File: src/rtl/sensor_frame_packer.sv
// Collects one result word per channel into a frame and queues frames in a FIFO.
// Define SENSOR_FRAME_TS_EN to stamp each frame with sys_ts at its first strobe.
module sensor_frame_packer #(
    parameter int NUM_CH      = 3,
    parameter int ID_W        = 17,
    parameter int FIFO_DEPTH  = 4,
    parameter int TIMEOUT_CYC = 7200
) (
    input  logic                        clk_72MHz,
    input  logic                        reset_n,
    input  logic [NUM_CH-1:0]           ch_valid,
    input  logic [NUM_CH*ID_W-1:0]      ch_data,
    input  logic [23:0]                 sys_ts,
    output logic                        out_valid,
    input  logic                        out_ready,
    output logic [NUM_CH-1:0]           out_mask,
    output logic [NUM_CH*ID_W-1:0]      out_data,
    output logic [23:0]                 out_ts,
    output logic [$clog2(FIFO_DEPTH):0] fifo_level,
    output logic                        overflow,
    input  logic                        clear_overflow
);
    localparam int AW = $clog2(FIFO_DEPTH);
    localparam int LW = AW + 1;
    localparam int DW = NUM_CH * ID_W;

    typedef enum logic [1:0] {IDLE, COLLECT, COMMIT} state_t;

    state_t            state_q;
    logic [NUM_CH-1:0] mask_q, mask_d;
    logic [DW-1:0]     data_q, data_d;
    logic [15:0]       timer_q;
    logic [AW-1:0]     wr_ptr_q, rd_ptr_q;
    logic [LW-1:0]     level_q;
    logic              ovf_q;
    logic [NUM_CH-1:0] take;
    logic              full, pop, push, drop;

    logic [NUM_CH-1:0] mem_mask_q [FIFO_DEPTH];
    logic [DW-1:0]     mem_data_q [FIFO_DEPTH];

    // First strobe per channel wins; IDLE starts a fresh frame.
    always_comb begin
        take = '0;
        if (state_q == IDLE)
            take = ch_valid;
        else if (state_q == COLLECT)
            take = ch_valid & ~mask_q;
    end

    always_comb begin
        data_d = data_q;
        mask_d = (state_q == COMMIT) ? '0 : (mask_q | take);
        for (int i = 0; i < NUM_CH; i++) begin
            if (take[i])
                data_d[i*ID_W +: ID_W] = ch_data[i*ID_W +: ID_W];
            else if (state_q == IDLE)
                data_d[i*ID_W +: ID_W] = '0;
        end
    end

    assign full = (level_q == LW'(FIFO_DEPTH));
    assign pop  = (level_q != '0) && out_ready;
    assign push = (state_q == COMMIT) && (!full || pop);
    assign drop = (state_q == COMMIT) && full && !pop;

    always_ff @(posedge clk_72MHz or negedge reset_n) begin
        if (!reset_n) begin
            state_q <= IDLE;
            mask_q  <= '0;
            data_q  <= '0;
            timer_q <= '0;
        end else begin
            mask_q <= mask_d;
            data_q <= data_d;
            unique case (state_q)
                IDLE: begin
                    timer_q <= '0;
                    if (|ch_valid)
                        state_q <= COLLECT;
                end
                COLLECT: begin
                    timer_q <= timer_q + 16'd1;
                    if (&mask_q || timer_q == 16'(TIMEOUT_CYC - 1))
                        state_q <= COMMIT;
                end
                COMMIT: state_q <= IDLE;
                default: state_q <= IDLE;
            endcase
        end
    end

    always_ff @(posedge clk_72MHz or negedge reset_n) begin
        if (!reset_n) begin
            wr_ptr_q <= '0;
            rd_ptr_q <= '0;
            level_q  <= '0;
            ovf_q    <= 1'b0;
        end else begin
            if (push)
                wr_ptr_q <= wr_ptr_q + AW'(1);
            if (pop)
                rd_ptr_q <= rd_ptr_q + AW'(1);
            unique case ({push, pop})
                2'b10:   level_q <= level_q + LW'(1);
                2'b01:   level_q <= level_q - LW'(1);
                default: level_q <= level_q;
            endcase
            ovf_q <= drop | (ovf_q & ~clear_overflow);
        end
    end

    always_ff @(posedge clk_72MHz) begin
        if (push) begin
            mem_mask_q[wr_ptr_q] <= mask_q;
            mem_data_q[wr_ptr_q] <= data_q;
        end
    end

    assign out_valid  = (level_q != '0);
    assign out_mask   = out_valid ? mem_mask_q[rd_ptr_q] : '0;
    assign out_data   = out_valid ? mem_data_q[rd_ptr_q] : '0;
    assign fifo_level = level_q;
    assign overflow   = ovf_q;

`ifdef SENSOR_FRAME_TS_EN
    logic [23:0] ts_q;
    logic [23:0] mem_ts_q [FIFO_DEPTH];

    always_ff @(posedge clk_72MHz or negedge reset_n) begin
        if (!reset_n)
            ts_q <= '0;
        else if (state_q == IDLE && |ch_valid)
            ts_q <= sys_ts;
    end

    always_ff @(posedge clk_72MHz) begin
        if (push)
            mem_ts_q[wr_ptr_q] <= ts_q;
    end

    assign out_ts = out_valid ? mem_ts_q[rd_ptr_q] : '0;
`else
    logic unused_ts;
    assign unused_ts = ^sys_ts;
    assign out_ts    = '0;
`endif

endmodule
File: config.mk
export PLATFORM = sky130hd
export DESIGN_NAME = sensor_frame_packer
export DESIGN_NICKNAME = d
export VERILOG_FILES = /design/src/rtl/sensor_frame_packer.sv
export SDC_FILE = /design/constraint.sdc
export NUM_CORES = 1
export LEC_CHECK = 0
export ABC_AREA = 1
export BUFFER_PORTS_ARGS = -buffer_cell sky130_fd_sc_hd__buf_2
export CELL_PAD_IN_SITES_DETAIL_PLACEMENT = 0
export CELL_PAD_IN_SITES_GLOBAL_PLACEMENT = 1
export CORE_MARGIN = 3
export CORE_UTILIZATION = 45
export CTS_CLUSTER_DIAMETER = 100
export DETAILED_ROUTE_END_ITERATION = 8
export GPL_TIMING_DRIVEN = 0
export PLACE_DENSITY = 0.89
export SYNTH_ARGS = -nofsm -noshare
export SYNTH_HDL_FRONTEND = slang
export SYNTH_SLANG_ARGS = --single-unit
File: constraint.sdc
create_clock -name clk_72MHz -period 9.4 [get_ports clk_72MHz]
set_input_delay 2.35 -clock clk_72MHz [delete_from_list [all_inputs] [get_ports clk_72MHz]]
set_output_delay 2.35 -clock clk_72MHz [all_outputs]
set_load 0.1 [all_outputs]
==> summary.md <==
| Metric | Value |
|---|---|
| CP endpoint kind | output pin |
| Synth Area per Inst | 11.4 sq um |
| Placer Congestion | 0.826 |
| Final period util | 54.8% |
| GRT overflow | 0 |
| CTS Buffer Depth | 3 |
| Reg2reg start | state_q[0]$_DFFE_PN0P_ |
| Via/cell ratio | 5.04 |
| CTS clock-pin slew for the worst setup and hold paths | 0.06 ns |
| Worst hold start | fifo_level[2]$_DFFE_PN0P_ |
| First-pass GRT wire length | 43.5 mm |
| Post_cts resized | 0 |
| Clock Latency Late Sink | 0.55 ns |
| Data required time of the worst path | 7.05 ns |
| Setup Viol. Count Final | 0 |
| Max-slew headroom | 36.8% |
| ANT cells | 0 |
| Final layout net count | 1357 |
| Reg2reg path depth | 7 |
| Avg WL per Cell | 17.2 um |
| DRC | 0 |
| Die height | 172 um |
| DR iter-0 viols | 661 |
| Status | finished clean |
| Worst Max-Slew Pin Slew | 0.946 ns |
| EDFF count, synth | 216 |
| Layout Skew | 0.0137 ns |
| Synth Area in Simple Gates | 10.5% |
| Worst hold path cell count | 2 |
| Routed WL | 28.0 mm |
| CTS Hold Bufs | 0 |
| Slew Viols, Final | 0 |
| Period minus WS final | 5.16 ns |
| CTS root buffer | clkbuf_16 |
| Total Routing Usage GR | 18.9% |
| XOR/XNOR share of the synthesized area | 0.282% |
| Vias in the first global route | 8170 |
| Synth Warn # | 0 |
| Max Clk Rate | 0.194 GHz |
| Inst Count DP | 1579 |
| Core ar. | 0.0270 sq mm |
| Starting Density | 45.9% |
| Min-Delay Endpoint | fifo_level[2]$_DFFE_PN0P_ |
| Die width | 172 um |
| Rows | 60 |
| Largest net degree at the start of global routing | 54 |
| CTS tree | built |
| Main combinational cell family by area after synthesis | compound AO/OA/AOI/OAI gates |
| Tightest Hold Check Type | register to register |
| Final setup TNS | 0 ns |
| Unrepaired setup endpoints after global routing | false |
| Final non-filler cell total | 1633 |
| DRT Pass-1 Iters | 5 |
| Die area | 0.0296 sq mm |
| Mapped Area | 0.0124 sq mm |
| Flop and latch count out of synthesis | 296 |
| Setup repair bufs after CTS | 0 |
| TritonCTS Sinks | 296 |
| H-tree depth | 1 |
| R2R Path End | mem_data_q[3][47]$_DFFE_PP_ |
| CP Launch Type | register |
| Final hold vios | 0 |
| Worst Path Max Fanout | 10 |
| Arrival @ worst endpoint | 2.81 ns |
| Placed wire-length estimate | 18.5 mm |
| R2R Setup Slk | 6.71 ns |
| Vias | 8234 |
| Syn Inst Count | 1091 |
| Post-synth cell types | 31 |
| Num CTS Buffers | 29 |
| Maxcap violations | 0 |
| Critical path class | register to output pin |
| # IOs | 165 |
| Multiplexer share of the synthesized area | 0% |
| Main synth FF type | edfxtp_1 |
| Initial antenna violation count | 0 |
| IO Port Bufs | 116 |
| Seq/Total Area, Yosys | 68.4% |
| Hold_ws | 0.497 ns |
| Post-route ant nets | 0 |
| FFs w/ async S/R, synth | 27.0% |
| Layout Utilization | 54.3% |
| Share of layout cells above drive strength 1 | 20.7% |
| Compound-Gate Fraction of Synth Area | 12.3% |
| Syn-to-layout area delta | 18.3% |
| Adder-cell area share of the yosys netlist | 0.666% |
-- flip-flops by register name, indices dropped and copies added (netlist names) --
register    cells
overflow        1
wr_ptr_q        2
rd_ptr_q        2
fifo_level      3
mem_mask_q     12
data_q         51
timer_q        16
mem_data_q    204
state_q         2
mask_q          3
-- stage by stage --
step	instance area (sq um)	setup slack [ns]
3_3_place_gp	13500	1.96
3_5_place_dp	13700	4.84
2_1_floorplan	12500	3.29
6_report	14700	4.24
5_1_grt	14700	4.12
4_1_cts	14700	4.24
-- cell type report --
type / instances / area [sq um]
Fill cell: 2278 / 12300
Sequential cell: 296 / 8490
Multi-Input combinational cell: 604 / 3070
Timing Repair Buffer: 124 / 781
Clock buffer: 35 / 768
Inverter: 143 / 537
Buffer: 71 / 429
Tap cell: 341 / 427
Clock inverter: 19 / 176
-- cells in the final DEF, fill, tap and decap left out, types with 2 or more instances in the layout --
cell        count
buf_4          28
dfrtp_1        80
inv_1         136
nor3_1          3
buf_1           2
ha_1            5
clkinvlp_4      2
buf_6           5
a21oi_4         3
xor2_1          4
a21oi_1        64
nand3_1        21
nor2_1        238
conb_1         24
edfxtp_1      216
o22ai_1        23
clkbuf_16      29
clkbuf_1       22
o21ai_1        12
buf_16          5
nor2_4          5
o21ai_0       106
clkinv_2        5
bufinv_16       3
nor3b_1         2
nand4_1         7
clkinv_1        7
clkbuf_8        2
o22ai_2        29
nand2_1        49
inv_2           7
o21ai_4         3
buf_2         134
buf_12          3
nor2_2          2
-- Yosys cell counts, types with 3 or more instances --
cell type / number / share of area (%)
buf_6: 5 / 0.45
o21ai_4: 3 / 0.39
a21oi_1: 64 / 2.6
buf_2: 19 / 0.77
inv_2: 7 / 0.21
clkbuf_1: 18 / 0.54
a21oi_4: 3 / 0.39
edfxtp_1: 216 / 52
nand4_1: 7 / 0.35
xor2_1: 4 / 0.28
buf_4: 27 / 1.6
o22ai_2: 29 / 2.9
o21ai_1: 12 / 0.48
o22ai_1: 23 / 1.2
nor3_1: 3 / 0.12
nand3_1: 21 / 0.85
ha_1: 5 / 0.50
nor2_1: 242 / 7.3
inv_1: 136 / 4.1
nand2_1: 49 / 1.5
dfrtp_1: 80 / 16
o21ai_0: 106 / 4.3
-- worst max path at each step --
stage,from,to,slack (ns)
CTS,rd_ptr_q[0]$_DFFE_PN0N_,out_data[44],4.24
floorplan,fifo_level[2]$_DFFE_PN0P_,out_data[10],3.29
global placement,out_ready,mem_data_q[1][43]$_DFFE_PP_,1.96
detailed placement,rd_ptr_q[0]$_DFFE_PN0N_,out_data[44],4.84
finish,rd_ptr_q[0]$_DFFE_PN0N_,out_data[44],4.24
global route,rd_ptr_q[0]$_DFFE_PN0N_,out_data[44],4.12
-- critical path: stages, from the launching register on --
cell      delay (ns)
dfrtp_1         0.41
inv_2           0.20
buf_2           0.28
clkbuf_1        0.44
o21ai_1         0.13
a21oi_1         0.29
buf_2           0.49
-- kinds of logic (layout without fill, tap and decap cells) --
group           Yosys count  count (layout)
compound gates          242             242
xor+xnor                  4               4
fa+ha+maj                 6               6
buf+inv                 214             392
flops                   296             296
other cells               1              24
simple gates            328             328
-- metal layers --
layer  share of wire (%)  GRT usage [%]
met4                 2.8           6.70
met1                  41           24.3
met3                 5.8           2.77
met5                   0              0
met2                  50           33.0
Power is left out: the tool's default activity adds up to more than one toggle a clock period on the data nets, which glitch-free logic cannot reach.
